$ cat config.mk
export PLATFORM = sky130hd
export DESIGN_NAME = data_bus_arbiter
export DESIGN_NICKNAME = d
export VERILOG_FILES = /design/src/rtl/bus_pkg.sv /design/src/rtl/bus_rd_router.sv /design/src/rtl/data_bus_arbiter.sv
export SDC_FILE = /design/constraint.sdc
export NUM_CORES = 1
export LEC_CHECK = 0
export BUFFER_PORTS_ARGS = -buffer_cell sky130_fd_sc_hd__buf_2
export CORE_AREA = 3 3 119 121
export CTS_BUF_LIST = sky130_fd_sc_hd__clkbuf_16
export CTS_CLUSTER_SIZE = 14
export DETAILED_ROUTE_END_ITERATION = 10
export DIE_AREA = 0 0 122 124
export SYNTH_ARGS = -nofsm -noshare
export SYNTH_HDL_FRONTEND = slang
export SYNTH_SLANG_ARGS = --single-unit
$ cat constraint.sdc
create_clock -name clk -period 2.2 [get_ports clk]
set_clock_uncertainty 0.05 [all_clocks]
set_input_delay 0.44 -clock clk [delete_from_list [all_inputs] [get_ports clk]]
set_output_delay 0.44 -clock clk [all_outputs]
set_load 0.05 [all_outputs]
$ cat src/rtl/bus_pkg.sv
// Shared definitions for the data bus arbiter: write-enable encoding,
// arbitration state encoding and read-owner encoding.
package bus_pkg;

    localparam logic [3:0] WE_READ = 4'b0000;

    typedef enum logic {
        ARB_S   = 1'b0,
        LOCK1_S = 1'b1
    } arb_state_t;

    localparam logic OWN_M0 = 1'b0;
    localparam logic OWN_M1 = 1'b1;

endpackage

$ cat src/rtl/bus_rd_router.sv
// Remembers which master issued the read accepted last cycle and steers the
// returning bus_rdata and a one-cycle rvalid pulse to that master only.
module bus_rd_router
    import bus_pkg::*;
(
    input  logic        clk,
    input  logic        rst,
    input  logic        rd_accept,
    input  logic        rd_master,
    input  logic [31:0] bus_rdata,
    output logic [31:0] m0_rdata,
    output logic        m0_rvalid,
    output logic [31:0] m1_rdata,
    output logic        m1_rvalid
);

    logic rd_pend;
    logic rd_owner;

    always_ff @(posedge clk or posedge rst) begin
        if (rst) begin
            rd_pend  <= 1'b0;
            rd_owner <= OWN_M0;
        end else begin
            rd_pend <= rd_accept;
            if (rd_accept) begin
                rd_owner <= rd_master;
            end
        end
    end

    assign m0_rvalid = rd_pend && (rd_owner == OWN_M0);
    assign m1_rvalid = rd_pend && (rd_owner == OWN_M1);
    assign m0_rdata  = m0_rvalid ? bus_rdata : 32'h0;
    assign m1_rdata  = m1_rvalid ? bus_rdata : 32'h0;

endmodule

$ cat src/rtl/data_bus_arbiter.sv
// Two-master data bus arbiter: m0 (core) has priority, m1 gets a forced grant
// after STARVE_LIMIT denied cycles and may lock the bus for up to MAX_LOCK accepts.
module data_bus_arbiter
    import bus_pkg::*;
#(
    parameter int unsigned STARVE_LIMIT = 4,
    parameter int unsigned MAX_LOCK     = 8
) (
    input  logic        clk,
    input  logic        rst,
    input  logic        m0_req,
    input  logic [3:0]  m0_we,
    input  logic [31:0] m0_addr,
    input  logic [31:0] m0_wdata,
    output logic        m0_ready,
    output logic [31:0] m0_rdata,
    output logic        m0_rvalid,
    input  logic        m1_req,
    input  logic [3:0]  m1_we,
    input  logic [31:0] m1_addr,
    input  logic [31:0] m1_wdata,
    output logic        m1_ready,
    output logic [31:0] m1_rdata,
    output logic        m1_rvalid,
    input  logic        m1_lock,
    output logic        bus_re,
    output logic [3:0]  bus_we,
    output logic [31:0] bus_addr,
    output logic [31:0] bus_wdata,
    input  logic [31:0] bus_rdata,
    output arb_state_t  dbg_state
);

    // Handshake: a master holds req/we/addr/wdata stable until ready is seen;
    // an access is accepted in the cycle where req && ready, and ready is
    // combinational from the current req so the winner sees zero latency.

    localparam logic [3:0] STARVE_MAX = 4'(STARVE_LIMIT);
    localparam logic [3:0] LOCK_MAX   = 4'(MAX_LOCK);

    arb_state_t  state, state_nxt;
    logic [3:0]  starve_cnt, starve_nxt;
    logic [3:0]  lock_cnt, lock_nxt;
    logic        grant_m0, grant_m1;
    logic        accept;
    logic [3:0]  sel_we;
    logic [31:0] sel_addr, sel_wdata;

    always_ff @(posedge clk or posedge rst) begin
        if (rst) begin
            state      <= ARB_S;
            starve_cnt <= 4'd0;
            lock_cnt   <= 4'd0;
        end else begin
            state      <= state_nxt;
            starve_cnt <= starve_nxt;
            lock_cnt   <= lock_nxt;
        end
    end

    always_comb begin
        grant_m0   = 1'b0;
        grant_m1   = 1'b0;
        state_nxt  = state;
        starve_nxt = starve_cnt;
        lock_nxt   = lock_cnt;

        // Grants are forced low during reset so no access leaks onto the bus.
        if (!rst) begin
            if (state == LOCK1_S) begin
                grant_m1 = m1_req;
            end else begin
                grant_m1 = m1_req && (!m0_req || starve_cnt == STARVE_MAX);
                grant_m0 = m0_req && !grant_m1;
            end
        end

        if (grant_m1) begin
            starve_nxt = 4'd0;
        end else if (m1_req && starve_cnt != STARVE_MAX) begin
            starve_nxt = starve_cnt + 4'd1;
        end

        case (state)
            ARB_S: begin
                lock_nxt = 4'd0;
                // A single-access lock budget is used up by the entry accept itself.
                if (grant_m1 && m1_lock && LOCK_MAX != 4'd1) begin
                    state_nxt = LOCK1_S;
                    lock_nxt  = 4'd1;
                end
            end
            LOCK1_S: begin
                if (!m1_req || !m1_lock || (lock_cnt + 4'd1) == LOCK_MAX) begin
                    state_nxt = ARB_S;
                    lock_nxt  = 4'd0;
                end else begin
                    lock_nxt = lock_cnt + 4'd1;
                end
            end
            default: begin
                state_nxt = ARB_S;
                lock_nxt  = 4'd0;
            end
        endcase
    end

    assign m0_ready  = grant_m0;
    assign m1_ready  = grant_m1;
    assign accept    = grant_m0 || grant_m1;
    assign dbg_state = state;

    assign sel_we    = grant_m1 ? m1_we    : m0_we;
    assign sel_addr  = grant_m1 ? m1_addr  : m0_addr;
    assign sel_wdata = grant_m1 ? m1_wdata : m0_wdata;

    assign bus_re    = accept && (sel_we == WE_READ);
    assign bus_we    = accept ? sel_we    : WE_READ;
    assign bus_addr  = accept ? sel_addr  : 32'h0;
    assign bus_wdata = accept ? sel_wdata : 32'h0;

    bus_rd_router u_rd_router (
        .clk       (clk),
        .rst       (rst),
        .rd_accept (bus_re),
        .rd_master (grant_m1 ? OWN_M1 : OWN_M0),
        .bus_rdata (bus_rdata),
        .m0_rdata  (m0_rdata),
        .m0_rvalid (m0_rvalid),
        .m1_rdata  (m1_rdata),
        .m1_rvalid (m1_rvalid)
    );

endmodule
==> out/qor.txt <==
Static Leak: 2.947 nW
failing checks: negative setup slack
first-pass GRT wire length: 17040 um
Final setup viols: 70
final hold violation count: 0
vias post-DR: 3424
Post-synth EDFFs: 0
Setup WS post-layout: -0.3588 ns
total CTS buffers: 3
Yosys top cell area share: 31.91%
top cells by count, synth: 77 x nor2_1, 68 x mux2i_1, 33 x and2_1, 33 x and3_1, 13 x clkbuf_1
initial antenna violation count: 3
syn_nets: 472
Hold WS: 0.3759 ns
DRC: 0
core area: 13190 um^2
Root Buffer: clkbuf_16
layout cells sized above 1: 78.86%
Unique masters post-synth: 31
pin count of the biggest net entering global routing: 34
maximum clock rate: 390.8 MHz
DR pass1 iterations: 4
Mapped Cells: 295
vias in the first global route: 3132
post-synth top area cell: mux2i_1
outcome: finished with violations
Req. time, crit path: 1.71 ns
Die Width: 122 um
crit share post-route: 116.3%
fillers: 1252
Min Clock Period, post-route: 2.559 ns
RSZ-0062 raised after global routing: yes
GRT Total Usage: 14.26%
Starting Density: 16.17%
clock sink count: 11
Setup CP Type: register to output port
HP Class: primary input to asynchronous set/reset pin
drt total wl: 13530 um
PD cells: 399.8 nW/um^2
Max Slew Vio Count: 0
io pins: 311
Max transition margin: 71.35%
Max Cap Viol: 0
DIE HEIGHT: 124 um
CTS tree: yes
Routed wire per std cell: 16.68 um
Mean Syn Cell Area: 7.232 um^2
initial drt markers: 72
clock slew at reported path FFs: 0.04 ns
Antenna Nets Post-Route: 0
Congestion Overflow GR: 0
DP Area: 4477 um^2
WP data arrival: 2.07 ns
synth warn: 0
post-synthesis sequential area ratio: 12.90%
Post-synth top flop: dfrtp_1
Post-Syn Area: 2133 um^2
dpl ws: -0.2126 ns
Final nets: 812
CTS Hold Bufs: 0
Seq cells post-synth: 11
async set or reset register ratio after synthesis: 100.0%
Clock Tree Buf Depth: 2
Post-DP HPWL: 9866 um
startpoint class of the critical path: register
Worst-Margin Slew: 0.4253 ns
GPL Wtd Cong: 0.7328
Synth-to-Final Area Change: 185.7%
Storage cell area: 276.5 um^2
largest cells by area after synthesis: mux2i_1 32%, nor2_1 14%, dfrtp_1 13%
top-count cell post-synth: nor2_1
clock latency on the worst-skew pair: 0.23 ns
crit path max fanout: 9
H-tree depth: 1
Layout Utilization: 46.22%
maximum vdd drop: 0.0002409 V
IO Port Bufs: 310
Die Area: 15130 um^2
floorplan row count: 42
footprint of the multi-input gates: 2811 um^2
Vias/cell: 4.222
post-route cell area: 6096 um^2
Setup crit end kind: output port
cells in the final DEF, fill, tap and decap left out, types with 10 or more instances in the layout:
master and instances:
and2_1 33, and3_1 33, buf_12 14, buf_2 247, buf_4 24, buf_6 61
dfrtp_1 10, mux2i_4 51, nor2_1 11, nor2_2 21, nor2_4 45
cell type report:
class / instances / area share (%)
inverter: 6 / 0.3695
tap: 176 / 3.612
multi-input combinational: 253 / 46.12
clock buffer: 3 / 1.232
antenna: 1 / 0.04105
timing repair buffer: 360 / 44.03
sequential: 11 / 4.536
clock inverter: 1 / 0.06158
worst paths after layout:
| check | start | end | slack, ns | cells after the start |
|---|---|---|---|---|
| setup / recovery | starve_cnt[0]$_DFFE_PP0P_ | bus_addr[22] | -0.36 | 9 |
| hold / removal | rst | starve_cnt[2]$_DFFE_PP0P_ | 0.38 | 4 |
| setup reg to reg | starve_cnt[0]$_DFFE_PP0P_ | lock_cnt[0]$_DFF_PP0_ | 0.36 | 11 |
| hold reg to reg | starve_cnt[3]$_DFFE_PP0P_ | starve_cnt[3]$_DFFE_PP0P_ | 0.51 | 2 |
| max in group asynchronous | rst | dbg_state$_DFF_PP0_ | 1.56 | 4 |
| min in group clk | m1_lock | dbg_state$_DFF_PP0_ | 0.44 | 3 |
routing by layer:
layer | routed length, um | global-route usage, % | vias up
li1 | - | - | 1684
met1 | 4596 | 16.72 | 1538
met2 | 7627 | 28.25 | 196
met3 | 1255 | 1.953 | 6
met4 | 49 | 1.471 | 0
met5 | 0 | 0 | -
through the flow:
| step | total power [W] | setup TNS [ns] | instances |
|---|---|---|---|
| finish | 0.002437 | -18.78 | 811 |
| global route | 0.002562 | -25.58 | 811 |
| detailed placement | 0.001515 | -8.992 | 781 |
| floorplan | 0.001110 | -1.226 | 295 |
| global placement | 0.001506 | -8.540 | 781 |
| CTS | 0.002129 | -17.92 | 799 |
kinds of logic (layout without fill, tap and decap cells):
logic type	count (synthesis)	in the layout	synth area share, %
compound gates	12	12	3.871
xor+xnor	6	6	2.463
fa+ha+maj	4	4	2.346
buf+inv	31	370	7.859
flops	11	11	12.90
mux	68	68	31.91
other cells	0	1	0
simple gates	163	163	38.65
registers in the layout, indices dropped and copies added, names as in the netlist:
signal / count
u_rd_router.rd_owner: 1
starve_cnt: 4
u_rd_router.rd_pend: 1
dbg_state: 1
lock_cnt: 4
repair_timing:
action,in CTS,in global routing
pin swaps,1,3
setup buffers,9,8
gates resized for setup,110,184
cloned,5,5
endpoints found under the setup margin,71,71
critical path, cell delays in order (launching register included):
cell	delay (ns)
dfrtp_1	0.38
inv_2	0.08
ha_4	0.13
nand3b_4	0.09
a21oi_4	0.25
buf_6	0.18
clkbuf_16	0.20
mux2i_4	0.27
nor2_4	0.04
buf_2	0.20
power breakdown:
group | total, W | leakage, nW | internal, W | switching (W)
Combinational | 0.00184 | 2.76 | 0.000876 | 0.000962
Sequential | 0.000274 | 0.147 | 0.000240 | 0.0000341
Clock | 0.000325 | 0.0423 | 0.000238 | 0.0000867
Total | 0.00244 | 2.95 | 0.00135 | 0.00108
(Power assumes the default switching activity.)
